--- src/rtl/riscv_pkg.sv ---
// Shared core definitions: reservation FSM states and the default LR/SC
// reservation lifetime.
package riscv_pkg;

    typedef enum logic [0:0] {
        RES_IDLE = 1'b0,
        RES_HELD = 1'b1
    } res_state_e;

    localparam int unsigned DEFAULT_RESERVATION_TIMEOUT = 32'd64;

endpackage

--- src/rtl/lr_sc_reservation_unit.sv ---
// LR/SC reservation tracker for the MA stage: holds one word-granule
// reservation and decides combinationally whether an SC in MA succeeds.
module lr_sc_reservation_unit
    import riscv_pkg::*;
#(
    parameter int unsigned XLEN                = 32,
    parameter int unsigned RESERVATION_TIMEOUT = DEFAULT_RESERVATION_TIMEOUT
) (
    input  logic            i_clk,
    input  logic            i_rst,
    input  logic            i_stall,
    input  logic            i_is_lr,
    input  logic            i_is_sc,
    input  logic            i_is_store,
    input  logic [XLEN-1:0] i_data_memory_address,
    input  logic            i_amo_write_enable,
    input  logic [XLEN-1:0] i_amo_write_addr,
    input  logic            i_trap_taken,
    output logic            o_sc_success,
    output logic            o_reservation_valid,
    output logic [XLEN-1:0] o_reservation_addr
);

    localparam int unsigned CNT_W = $clog2(RESERVATION_TIMEOUT + 1);
    localparam logic [CNT_W-1:0] TIMEOUT_C = CNT_W'(RESERVATION_TIMEOUT);
    localparam logic [CNT_W-1:0] CNT_ZERO  = {CNT_W{1'b0}};
    localparam logic [CNT_W-1:0] CNT_ONE   = {{(CNT_W-1){1'b0}}, 1'b1};
    // Clears the byte offset so comparisons and captures work on the word granule.
    localparam logic [XLEN-1:0] WORD_MASK  = {{(XLEN-2){1'b1}}, 2'b00};

    // True when two addresses fall in the same aligned word.
    function automatic logic word_match(input logic [XLEN-1:0] a,
                                        input logic [XLEN-1:0] b);
        return (((a ^ b) & WORD_MASK) == {XLEN{1'b0}});
    endfunction

    res_state_e        state_r;
    res_state_e        state_s;
    logic [XLEN-1:0]   res_addr_r;
    logic [XLEN-1:0]   res_addr_s;
    logic [CNT_W-1:0]  cnt_r;
    logic [CNT_W-1:0]  cnt_s;
    logic [CNT_W-1:0]  cnt_inc_s;
    logic              held_s;
    logic              commit_s;
    logic              ma_match_s;
    logic              amo_hit_s;
    logic              store_hit_s;

    assign held_s      = (state_r == RES_HELD);
    assign commit_s    = ~i_stall;
    assign ma_match_s  = word_match(i_data_memory_address, res_addr_r);
    assign amo_hit_s   = i_amo_write_enable & word_match(i_amo_write_addr, res_addr_r);
    assign store_hit_s = i_is_store & commit_s & ma_match_s;
    assign cnt_inc_s   = (cnt_r == TIMEOUT_C) ? cnt_r : (cnt_r + CNT_ONE);

    // SC outcome is visible while the SC sits in MA, stalled or not.
    assign o_sc_success        = i_is_sc & held_s & ma_match_s;
    assign o_reservation_valid = held_s;
    assign o_reservation_addr  = res_addr_r;

    // Next reservation state, address and age; branches are in priority order.
    always_comb begin
        state_s    = state_r;
        res_addr_s = res_addr_r;
        cnt_s      = cnt_r;
        if (i_trap_taken) begin
            state_s = RES_IDLE;
            cnt_s   = CNT_ZERO;
        end else if (i_is_sc && commit_s) begin
            state_s = RES_IDLE;
            cnt_s   = CNT_ZERO;
        end else if (i_is_lr && commit_s) begin
            state_s    = RES_HELD;
            res_addr_s = i_data_memory_address & WORD_MASK;
            cnt_s      = CNT_ZERO;
        end else begin
            case (state_r)
                RES_HELD: begin
                    if (amo_hit_s || store_hit_s) begin
                        state_s = RES_IDLE;
                        cnt_s   = CNT_ZERO;
                    end else if (cnt_inc_s == TIMEOUT_C) begin
                        // Age has reached the limit at this edge: drop it now.
                        state_s = RES_IDLE;
                        cnt_s   = CNT_ZERO;
                    end else begin
                        cnt_s = cnt_inc_s;
                    end
                end
                RES_IDLE: begin
                    cnt_s = CNT_ZERO;
                end
                default: begin
                    state_s = RES_IDLE;
                    cnt_s   = CNT_ZERO;
                end
            endcase
        end
    end

    // Reservation registers with synchronous reset.
    always_ff @(posedge i_clk) begin
        if (i_rst) begin
            state_r    <= RES_IDLE;
            res_addr_r <= {XLEN{1'b0}};
            cnt_r      <= CNT_ZERO;
        end else begin
            state_r    <= state_s;
            res_addr_r <= res_addr_s;
            cnt_r      <= cnt_s;
        end
    end

endmodule

--- config.mk ---
export PLATFORM = sky130hd
export DESIGN_NAME = lr_sc_reservation_unit
export DESIGN_NICKNAME = d
export VERILOG_FILES = /design/src/rtl/riscv_pkg.sv /design/src/rtl/lr_sc_reservation_unit.sv
export SDC_FILE = /design/constraint.sdc
export NUM_CORES = 1
export LEC_CHECK = 0
export BUFFER_PORTS_ARGS = -buffer_cell sky130_fd_sc_hd__buf_4
export CAP_MARGIN = 10
export CORE_MARGIN = 2
export CORE_UTILIZATION = 49
export CTS_BUF_LIST = sky130_fd_sc_hd__clkbuf_8
export CTS_CLUSTER_SIZE = 12
export DETAILED_ROUTE_END_ITERATION = 10
export PLACE_DENSITY = 0.94
export SLEW_MARGIN = 20
export SYNTH_ARGS = -nofsm -noshare
export SYNTH_HDL_FRONTEND = slang
export SYNTH_SLANG_ARGS = --single-unit
export TNS_END_PERCENT = 50
--- constraint.sdc ---
create_clock -name i_clk -period 5.15 [get_ports i_clk]
set_input_delay 0.2575 -clock i_clk [delete_from_list [all_inputs] [get_ports i_clk]]
set_output_delay 0.2575 -clock i_clk [all_outputs]
set_load 0.01 [all_outputs]
## After elaboration in Yosys (flattened, before gate mapping)

Cells that the tools add are included.

- Add/subtract/negate cells: 1
- $mul: 0
- Divide/modulo/power cells: 0
- Magnitude comparators: 0
- Equal/unequal tests: 2
- Shifts and indexed selects: 0
- Muxes and demuxes: 8
- Bitwise gates (word level): 11
- Reduce and logical (&&, ||, !) cells: 8

Operators with widths:

| kind | count |
|---|---|
| zero test 32 bit | 2 |
| XOR 32 bit | 2 |
| 2-to-1 mux 7 bit | 3 |
| equality test 7 bit, second input constant | 2 |
| case mux 7 bit (2 select lines) | 1 |
| adder 7 x 1 -> 7 bit, second input constant | 1 |
| bitwise AND 1 bit | 5 |
| 2-to-1 mux 1 bit | 4 |
| NOT 1 bit | 4 |
| OR reduction 4 bit | 1 |
| AND reduction 3 bit | 1 |
| OR reduction 3 bit | 1 |
| logical AND 1 bit | 2 |
| logical OR 1 bit | 1 |

- Bits in registers: 38
- Bits in latches: 0
- Memory bits (writable): 0
- ROM bits: 0
- Input bits: 72
- Output and inout port bits: 34
- Word-level logic and storage cells: 33
- Memories: 0

## Logic depth before layout (Yosys ltp)

Gate-level depths: netlist (run 1).

- Word-level depth: 7
- Depth in mapped cells: 8
- Gate-level depth less buffers: 8

## Worst setup path before layout (run 1)

Ideal clock, no wire load.

- Path kind: register -> register
- From: register cnt_r[0]
- To: register cnt_r[2]
- Setup time: 0.088 ns
- Arrival time: 1.848 ns
- Required time: 5.062 ns
- Slack: 3.214 ns
- Stages on the path, launching flop included: 8
- Buffers on the path: 0
- Period minus slack after synthesis: 1.936 ns
- Cell sequence: dfxtp_1 > ha_1 > and2_1 > a311oi_1 > nor4_1 > o22a_1 > a2111o_1 > nor4_2

- Word-level cells in the longest chain between the ends: 6
- Elaborated cells between the ends (all ways): 7
- Classes of those cells: add/sub (1); eq/ne (2); mux (4)

Ends and longest elaborated chain:

| item | line | text |
|---|---|---|
| start, declared | lr_sc_reservation_unit.sv:41 | `logic [CNT_W-1:0] cnt_r;` |
| start signal, assigned | lr_sc_reservation_unit.sv:111 | `cnt_r <= cnt_s;` |
| adder 7 x 1 -> 7 bit or equality test 7 bit (tied branches) | lr_sc_reservation_unit.sv:55 | `assign cnt_inc_s = (cnt_r == TIMEOUT_C) ? cnt_r : (cnt_r + CNT_ONE);` |
| 2-to-1 mux 7 bit * | lr_sc_reservation_unit.sv:55 |  |
| equality test 7 bit | lr_sc_reservation_unit.sv:83 | `end else if (cnt_inc_s == TIMEOUT_C) begin` |
| 2-to-1 mux 7 bit * | lr_sc_reservation_unit.sv:83 |  |
| 2-to-1 mux 7 bit * | lr_sc_reservation_unit.sv:80 | `if (amo_hit_s \|\| store_hit_s) begin` |
| case mux 7 bit (2 select lines) * | lr_sc_reservation_unit.sv:78 | `case (state_r)` |

Every way passes the cells marked *; elsewhere a longest branch is shown, timed or not.
A chain may end at the register's enable or synchronous reset.

## Worst setup path in the final report (run 1)

- From: register res_addr_r[19] (netlist: o_reservation_addr[19])
- To: register state_r (netlist: o_reservation_valid)

- Word-level cells in the longest chain between the ends: 7
- Elaborated cells between the ends (all ways): 10
- Classes of those cells: mux (3); bitwise (4); reduce/logical (3)

Ends and longest elaborated chain:

| item | line | text |
|---|---|---|
| start, declared | lr_sc_reservation_unit.sv:39 | `logic [XLEN-1:0] res_addr_r;` |
| start signal, assigned | lr_sc_reservation_unit.sv:106 | `res_addr_r <= {XLEN{1'b0}};` |
| start signal, assigned | lr_sc_reservation_unit.sv:110 | `res_addr_r <= res_addr_s;` |
| XOR 32 bit | lr_sc_reservation_unit.sv:34 | `return (((a ^ b) & WORD_MASK) == {XLEN{1'b0}});` |
| zero test 32 bit | lr_sc_reservation_unit.sv:34 |  |
| bitwise AND 1 bit (on tied branches) | lr_sc_reservation_unit.sv:53, lr_sc_reservation_unit.sv:54 |  |
| logical OR 1 bit * | lr_sc_reservation_unit.sv:80 |  |
| 2-to-1 mux 1 bit * | lr_sc_reservation_unit.sv:80 |  |
| 2-to-1 mux 1 bit * | lr_sc_reservation_unit.sv:78 |  |
| 2-to-1 mux 1 bit * | lr_sc_reservation_unit.sv:73 | `end else if (i_is_lr && commit_s) begin` |
| end signal, assigned | lr_sc_reservation_unit.sv:109 | `state_r <= state_s;` |
| end, declared | lr_sc_reservation_unit.sv:37 | `res_state_e state_r;` |

Marked as above.

==> results of run 1 <==
-- layout by cell type (no fill, tap or decap), types with 4 or more instances in the layout --
| cell | synthesis | layout |
|---|---|---|
| nor3_1 | 8 | 8 |
| xor2_1 | 34 | 34 |
| a21oi_1 | 31 | 31 |
| buf_4 | 2 | 99 |
| nand4_1 | 8 | 8 |
| nand3_1 | 5 | 5 |
| clkbuf_8 | 0 | 5 |
| xnor2_1 | 32 | 32 |
| nor4_1 | 12 | 12 |
| dfxtp_1 | 38 | 38 |
| nor2_1 | 6 | 6 |
| nand2_1 | 65 | 65 |
| inv_1 | 2 | 4 |
-- per-stage QoR --
stage	total power [mW]	std cells	area (µm²)	hold WS [ns]	worst slack, ns
3_5_place_dp	0.417	411	2920	0.507	2.81
6_report	0.606	418	3000	0.211	2.79
3_3_place_gp	0.415	411	2920	0.498	2.80
5_1_grt	0.627	418	3000	0.218	2.63
4_1_cts	0.606	418	2990	0.215	2.79
2_1_floorplan	0.356	272	2160	0.357	3.21
-- final timing paths --
kind / from / to / slack, ns / cells past startpoint
max: o_reservation_addr[19]$_SDFFE_PP0P_ / o_reservation_valid$_SDFF_PP0_ / 2.79 / 6
min: i_data_memory_address[15] / o_reservation_addr[15]$_SDFFE_PP0P_ / 0.21 / 3
max reg2reg: o_reservation_addr[19]$_SDFFE_PP0P_ / o_reservation_valid$_SDFF_PP0_ / 2.79 / 6
min reg2reg: o_reservation_addr[27]$_SDFFE_PP0P_ / o_reservation_addr[27]$_SDFFE_PP0P_ / 0.52 / 2
-- power by group --
| group | internal [mW] | leakage (nW) | switching (mW) | total (mW) |
|---|---|---|---|---|
| combinational | 0.0606 | 0.923 | 0.0445 | 0.105 |
| sequential | 0.299 | 0.307 | 0.00717 | 0.306 |
| clock | 0.0893 | 0.0466 | 0.106 | 0.195 |
| total | 0.449 | 1.28 | 0.157 | 0.606 |
-- cell families (layout without fill, tap and decap cells) --
kind of cell | Yosys count | in the layout
and+or+nand+nor | 115 | 115
xor gates and xnor gates | 66 | 66
DFF | 38 | 38
AOI/OAI and AO/OA | 35 | 35
buffers and inverters | 14 | 108
adders and majority gates | 2 | 2
other | 1 | 2
-- per-layer routing --
| layer | GRT usage [%] | wire [µm] | vias up | share of wire (%) |
|---|---|---|---|---|
| met5 | 0 | 0 | - | 0 |
| met4 | 11.8 | 119 | 0 | 2.0 |
| met3 | 7.07 | 531 | 12 | 8.9 |
| met2 | 41.8 | 3030 | 93 | 51 |
| met1 | 28.1 | 2300 | 1043 | 38 |
| li1 | - | - | 1092 | - |
-- state kept, by name, summed over array words and instances (netlist names) --
signal,cells
o_reservation_valid,1
cnt_r,7
o_reservation_addr,30
-- worst reg2reg max path, stage by stage, from the launching register on --
cell	delay, ns
dfxtp_1	0.43
xnor2_1	0.14
nand4_1	0.18
or4_1	0.59
nor4_1	0.43
a2111o_1	0.34
o21ai_1	0.11
-- final cells by class --
type | count | area (µm²)
multi-input combinational | 220 | 1340
fill | 346 | 1300
sequential | 38 | 761
timing repair buffer | 99 | 743
clock buffer | 5 | 68.8
tap | 52 | 65.1
clock inverter | 2 | 7.51
inverter | 2 | 7.51
==> results.py, run 1 <==
metrics = {
    "run_status": {
        "status": "completed",
    },
    "timing": {
        "finClkSkew_ns": 0.00383,
        "finalSetupViolations": 0,
        "setup_tns_ns": 0,
        "timing.fmax_mhz": 423,
        "post-route-period-util_pct": 45.9,
        "slew_violations": 0,
        "rsz0062_at_grt": "false",
        "min_period_ns": 2.36,
        "max-slew-margin-rel_pct": 28.5,
        "tightest_slew_ns": 1.07,
        "hold_viol_final": 0,
    },
    "yosys": {
        "synth_adder_area_share_pct": 1.16,
        "synth_top_family_by_area": "XOR/XNOR gates",
        "netlist_instances": 271,
        "post-synth-top-count-cell": "nand2_1",
        "synth_top_area_share_pct": 35.2,
        "ys_types": 28,
        "synth.cells.most_frequent": "65 x nand2_1, 38 x dfxtp_1, 34 x xor2_1",
        "synth-seq-cells": 38,
        "yosysTopAreaCell": "dfxtp_1",
        "ys_top_cells_by_area": "dfxtp_1 35%, xor2_1 14%, xnor2_1 13%",
        "synth_warnings": 0,
        "async_flop_share_pct": 0,
        "ys.flop_type": "dfxtp_1",
        "synth-edff-count": 0,
        "synthSimpleGateAreaFrac_pct": 25.1,
        "synth_compound_area_share_pct": 8.75,
        "synthMuxAreaShare_pct": 0,
        "synth-seq-area-share_pct": 35.2,
        "synth-xor-area-share_pct": 26.8,
        "synth.cell_area_um2": 2160,
        "syn_avg_cell_area_um2": 7.96,
    },
    "drt": {
        "drc": 0,
        "drtIter0Drc": 165,
        "routedWlPerCell_um": 14.3,
        "antenna_left": 0,
        "viasPerCell": 5.36,
        "drt_first_pass_iters": 4,
        "drt-total-wl_um": 5980,
        "vias": 2240,
    },
    "cts": {
        "cts.sinks": 38,
        "cts_resized": 0,
        "post_cts_buffers": 0,
        "root_buffer": "clkbuf_8",
        "cts_buffers": 5,
        "clock_latency_ns": 0.30,
        "htree_levels": 2,
        "tritoncts": "built",
        "ctsHoldBuffers": 0,
        "clkSlewWorstSetupHoldPaths_ns": 0.07,
        "clock_path_buffers": 2,
    },
    "setup_path": {
        "critical-path-max-stage-delay_ns": 0.59,
        "crit_arrival_ns": 2.51,
        "worst-path-max-fanout": 8,
        "cp.buffers_inverters": 0,
        "cp.required_ns": 5.30,
        "path_cells": "xnor2_1 > nand4_1 > or4_1 > nor4_1 > a2111o_1 > o21ai_1",
        "cp_top_family": "simple AND/OR/NAND/NOR gates",
        "endpoint_kind": "flop",
        "startpoint_type": "flop",
        "setup.worst_path.class": "flop to flop",
        "slowest_stage": "or4_1",
    },
    "cells_and_area": {
        "antennaDiodeCount": 0,
        "nets": 440,
        "final_util_pct": 69.8,
        "drive_above_1_share_pct": 29.2,
        "area_delta_synth_final_pct": 38.8,
    },
    "run": {
        "maxCapViolCount": 0,
    },
    "global_route": {
        "grt_pass1_vias": 2194,
        "gr-total-overflow": 0,
        "grt_pass1_wl_um": 9600,
        "track_usage_pct": 24.6,
        "grt_start_max_net_pins": 33,
        "antenna_found_initial": 0,
    },
    "power_and_ir_drop": {
        "vdd_drop_max_mv": 0.147,
        "pwr_density_cell_nw_per_um2": 202,
        "p_leak_nw": 1.28,
    },
    "die": {
        "start_util_pct": 50.3,
        "rows": 24,
        "die_area_um2": 4950,
        "core_um2": 4290,
        "fp.dieH_um": 70.4,
        "boundaryPins": 106,
        "fp.dieW_um": 70.4,
    },
    "hold_path": {
        "min_path_type": "input port to flop",
    },
    "placement": {
        "dpl.hpwl_um": 4610,
        "gp_congestion": 0.919,
        "portBuffers": 99,
    },
}
No activity file was read; power rests on OpenSTA's default activity.
==> run 2: changes to the inputs <==
CORE_UTILIZATION = 48   (was 49)
PLACE_DENSITY = 0.92   (was 0.94)
clock period = 2.42 ns   (was 5.15 ns; I/O delays follow)
==> results.py, run 2 (synthesis results as in run 1) <==
metrics = {
    "drt": {
        "viasPerCell": 5.38,
        "vias": 2272,
        "drtIter0Drc": 120,
        "antenna_left": 0,
        "drt_first_pass_iters": 4,
        "drc": 0,
        "routedWlPerCell_um": 14.5,
        "drt-total-wl_um": 6130,
    },
    "global_route": {
        "track_usage_pct": 24.6,
        "grt_pass1_wl_um": 9780,
        "antenna_found_initial": 0,
        "gr-total-overflow": 0,
        "grt_start_max_net_pins": 33,
        "grt_pass1_vias": 2152,
    },
    "cells_and_area": {
        "drive_above_1_share_pct": 30.3,
        "nets": 443,
        "area_delta_synth_final_pct": 41.3,
        "largest_reg_flops": 30,
        "fin_area_um2": 3050,
        "fin_cells": 422,
        "final_util_pct": 70.1,
        "antennaDiodeCount": 0,
        "mostFrequentLayoutCell": "buf_4",
        "final_cell_mix": "102 x buf_4, 65 x nand2_1, 38 x dfxtp_1",
    },
    "placement": {
        "portBuffers": 99,
        "dpl_cell_area_um2": 2940,
        "gp_congestion": 0.946,
        "dp.cells": 414,
        "dpl.hpwl_um": 4730,
        "dpl_worst_slack_ns": 0.261,
    },
    "die": {
        "rows": 24,
        "fp.dieW_um": 71.1,
        "boundaryPins": 106,
        "fp.dieH_um": 71.1,
        "start_util_pct": 49.6,
        "die_area_um2": 5050,
        "core_um2": 4350,
    },
    "timing": {
        "setup_tns_ns": 0,
        "timing.fmax_mhz": 442,
        "hold_viol_final": 0,
        "slew_violations": 0,
        "post-route-period-util_pct": 93.5,
        "setup_slack_ns": 0.157,
        "min_period_ns": 2.26,
        "finalSetupViolations": 0,
        "rsz0062_at_grt": "false",
        "finClkSkew_ns": 0.00403,
    },
    "cts": {
        "clock_path_buffers": 2,
        "ctsHoldBuffers": 0,
        "htree_levels": 2,
        "clock_latency_ns": 0.29,
        "cts.sinks": 38,
        "cts_buffers": 5,
        "root_buffer": "clkbuf_8",
        "post_cts_buffers": 0,
        "tritoncts": "built",
        "clkSlewWorstSetupHoldPaths_ns": 0.07,
        "cts_resized": 0,
    },
    "setup_path": {
        "cp.required_ns": 2.63,
        "crit_arrival_ns": 2.47,
        "endpoint_kind": "flop",
        "slowest_stage": "a2111o_1",
        "setup.worst_path.class": "flop to flop",
        "path_cells": "ha_1 > and2_1 > a311oi_1 > nor4_1 > o22a_1 > a2111o_1 > nor4_2",
        "critical-path-max-stage-delay_ns": 0.43,
        "startpoint_type": "flop",
        "worst-path-max-fanout": 8,
    },
    "power_and_ir_drop": {
        "pwr_density_cell_nw_per_um2": 456,
        "p_sw_share_pct": 24.2,
        "p_seq_share_pct": 46.8,
        "vdd_drop_max_mv": 0.290,
        "clock_power_share_pct": 36.8,
        "intPower_mw": 1.05,
        "pwr-share-comb_pct": 16.4,
        "switching_power_uw": 337,
        "p_leak_nw": 1.30,
    },
    "hold_path": {
        "min_path_type": "input port to flop",
    },
    "run": {
        "maxCapViolCount": 0,
    },
    "run_status": {
        "status": "completed",
    },
}
## run 2: cell types whose count changed in the layout (fill, tap and decap cells not counted), sizes merged
cell,previous run,this run
clkbuf,5,8
buf,99,102
inv,4,2
## run 2: final timing paths
kind / slack (ns) / endpoint / cells past startpoint / from
setup / recovery: 0.16 / cnt_r[2]$_SDFF_PP0_ / 7 / cnt_r[0]$_SDFF_PP0_
hold / removal: 0.08 / o_reservation_addr[16]$_SDFFE_PP0P_ / 3 / i_data_memory_address[16]
setup reg to reg: 0.16 / cnt_r[2]$_SDFF_PP0_ / 7 / cnt_r[0]$_SDFF_PP0_
hold reg to reg: 0.51 / o_reservation_addr[17]$_SDFFE_PP0P_ / 2 / o_reservation_addr[17]$_SDFFE_PP0P_
## run 2: per-stage QoR
step                      hold slack (ns)  power, mW
after floorplan                     0.221      0.757
after global placement              0.383      0.888
after detailed placement            0.393      0.893
after CTS                          0.0832       1.39
after global routing               0.0754       1.44
final                              0.0830       1.39
## run 2: layout make-up
class	instances	area, µm²
Timing Repair Buffer	102	766
Inverter	2	7.51
Tap cell	52	65.1
Multi-Input combinational cell	220	1340
Clock buffer	8	110
Sequential cell	38	761
Fill cell	316	1300
## run 2: critical path, delay by kind of cell (launching register included)
kind	cells	cell delay [ns]
AO/OA/AOI/OAI	3	1.00
AND/OR/NAND/NOR	3	0.57
flip-flops	1	0.34
adder cells (fa/ha/maj)	1	0.27
## run 2: power by group through the flow
stage	combinational [mW]	sequential [mW]	clock [mW]
after floorplan	0.0890	0.668	0
after global placement	0.224	0.664	0
after detailed placement	0.228	0.665	0
after CTS	0.229	0.651	0.514
after global routing	0.247	0.652	0.545
final	0.229	0.651	0.512
## run 2: layer usage
layer | wire length (µm) | GRT usage [%] | up-vias
met2 | 3100 | 42.6 | 98
met5 | 0 | 0 | -
met1 | 2330 | 28.8 | 1063
li1 | - | - | 1099
met3 | 572 | 7.26 | 12
met4 | 119 | 9.22 | 0
==> run 3: changes to the inputs <==
CORE_UTILIZATION = 49   (was 48)
PLACE_DENSITY = 0.94   (was 0.92)
clock period = 2.8 ns   (was 2.42 ns; I/O delays follow)
==> results.py, run 3 (synthesis results as in run 1) <==
metrics = {
    "placement": {
        "portBuffers": 99,
        "dpl_worst_slack_ns": 0.554,
        "gp_congestion": 0.843,
        "dpl.hpwl_um": 4830,
    },
    "cells_and_area": {
        "final_cell_mix": "102 x buf_4, 65 x nand2_1, 38 x dfxtp_1",
        "mostFrequentLayoutCell": "buf_4",
        "drive_above_1_share_pct": 30.3,
        "fillers": 308,
        "multi_input_area_um2": 1340,
        "nets": 443,
        "antennaDiodeCount": 0,
        "area_delta_synth_final_pct": 41.3,
        "largest_reg_flops": 30,
        "regArea_um2": 761,
        "final_util_pct": 71.0,
    },
    "drt": {
        "drt_first_pass_iters": 4,
        "vias": 2344,
        "routedWlPerCell_um": 15.3,
        "drc": 0,
        "antenna_left": 0,
        "drtIter0Drc": 108,
        "drt-total-wl_um": 6470,
        "viasPerCell": 5.55,
    },
    "setup_path": {
        "cp.depth": 6,
        "critical-path-max-stage-delay_ns": 0.59,
        "startpoint_type": "flop",
        "path_cells": "xnor2_1 > nand4_1 > or4_1 > nor4_1 > a2111o_1 > o21ai_1",
        "r2r-start": "o_reservation_addr[12]$_SDFFE_PP0P_",
        "ff2ff_setup_slack_ns": 0.50,
        "worstSetupEndpoint": "o_reservation_valid$_SDFF_PP0_",
        "cp_top_family": "simple AND/OR/NAND/NOR gates",
        "crit_arrival_ns": 2.47,
        "cp.buffers_inverters": 0,
        "r2r_cells": 6,
        "crit_start": "o_reservation_addr[12]$_SDFFE_PP0P_",
        "endpoint_kind": "flop",
        "slowest_stage": "or4_1",
        "cp.required_ns": 2.97,
        "setup.worst_path.class": "flop to flop",
        "r2r-end": "o_reservation_valid$_SDFF_PP0_",
        "worst-path-max-fanout": 8,
    },
    "timing": {
        "timing.fmax_mhz": 434,
        "min_period_ns": 2.30,
        "setup_slack_ns": 0.497,
        "post-route-period-util_pct": 82.3,
        "finalSetupViolations": 0,
        "finClkSkew_ns": 0.00596,
        "hold_viol_final": 0,
        "slew_violations": 0,
        "rsz0062_at_grt": "false",
        "setup_tns_ns": 0,
    },
    "global_route": {
        "antenna_found_initial": 0,
        "grt_pass1_vias": 2294,
        "track_usage_pct": 25.5,
        "grt_pass1_wl_um": 9860,
        "grt_start_max_net_pins": 33,
        "gr-total-overflow": 0,
    },
    "power_and_ir_drop": {
        "p_sw_share_pct": 24.9,
        "intPower_uw": 912,
        "pwr_density_cell_nw_per_um2": 398,
        "p_leak_nw": 1.30,
        "switching_power_uw": 302,
        "pwr-share-comb_pct": 16.5,
        "p_seq_share_pct": 46.4,
        "clock_power_share_pct": 37.2,
        "vdd_drop_max_mv": 0.317,
    },
    "die": {
        "core_um2": 4290,
        "rows": 24,
        "boundaryPins": 106,
        "fp.dieW_um": 70.4,
        "fp.dieH_um": 70.4,
        "die_area_um2": 4950,
        "start_util_pct": 50.3,
    },
    "cts": {
        "tritoncts": "built",
        "clock_path_buffers": 2,
        "clkSlewWorstSetupHoldPaths_ns": 0.08,
        "cts.sinks": 38,
        "post_cts_buffers": 0,
        "cts_buffers": 5,
        "htree_levels": 2,
        "cts_resized": 0,
        "clock_latency_ns": 0.30,
        "root_buffer": "clkbuf_8",
        "ctsHoldBuffers": 0,
    },
    "run": {
        "maxCapViolCount": 0,
    },
    "run_status": {
        "status": "completed",
    },
    "hold_path": {
        "min_path_type": "input port to flop",
        "hp-start": "i_data_memory_address[10]",
    },
}
==> run 3: cell counts in the layout (fill, tap and decap cells not counted) <==
No cell type changed its count.
==> run 3: worst register-to-register path: stages, from the launching register on <==
cell	delay, ns
dfxtp_1	0.41
xnor2_1	0.15
nand4_1	0.18
or4_1	0.59
nor4_1	0.39
a2111o_1	0.35
o21ai_1	0.11
==> run 3: metrics by stage <==
step	hold slack [ns]	cell area, µm²	total power [mW]	cells
6_report	0.0954	3050	1.21	422
3_5_place_dp	0.410	2940	0.772	414
4_1_cts	0.101	3050	1.21	422
2_1_floorplan	0.240	2160	0.654	272
5_1_grt	0.0972	3050	1.25	422
3_3_place_gp	0.402	2940	0.767	414
==> run 3: area by class of cell <==
type                       instances  area share, %
timing repair buffer             102           25.1
inverter                           2          0.246
clock buffer                       8           3.61
sequential                        38           24.9
multi-input combinational        220           44.0
tap                               52           2.13
==> run 3: how the worst min path moves through the flow <==
stage                                          endpoint  slack, ns  cells past startpoint
detailed placement  o_reservation_addr[18]$_SDFFE_PP0P_       0.41                      3
CTS                 o_reservation_addr[18]$_SDFFE_PP0P_       0.10                      3
finish              o_reservation_addr[10]$_SDFFE_PP0P_        0.1                      3
floorplan                o_reservation_valid$_SDFF_PP0_       0.24                      1
global placement    o_reservation_addr[24]$_SDFFE_PP0P_       0.40                      3
global route         o_reservation_addr[4]$_SDFFE_PP0P_        0.1                      3
==> run 3: power by group through the flow <==
stage | logic, mW | clock network, mW | registers, mW
floorplan | 0.0769 | 0 | 0.577
global placement | 0.192 | 0 | 0.574
detailed placement | 0.197 | 0 | 0.575
CTS | 0.199 | 0.449 | 0.563
global route | 0.213 | 0.477 | 0.564
finish | 0.200 | 0.451 | 0.563
==> run 3: layer usage <==
metal | part of all wire (%) | vias up | track usage, %
met3 | 8.5 | 26 | 6.49
met4 | 3.6 | 0 | 12.6
met1 | 37 | 1087 | 28.0
met2 | 51 | 129 | 45.3
li1 | - | 1102 | -
met5 | 0 | - | 0
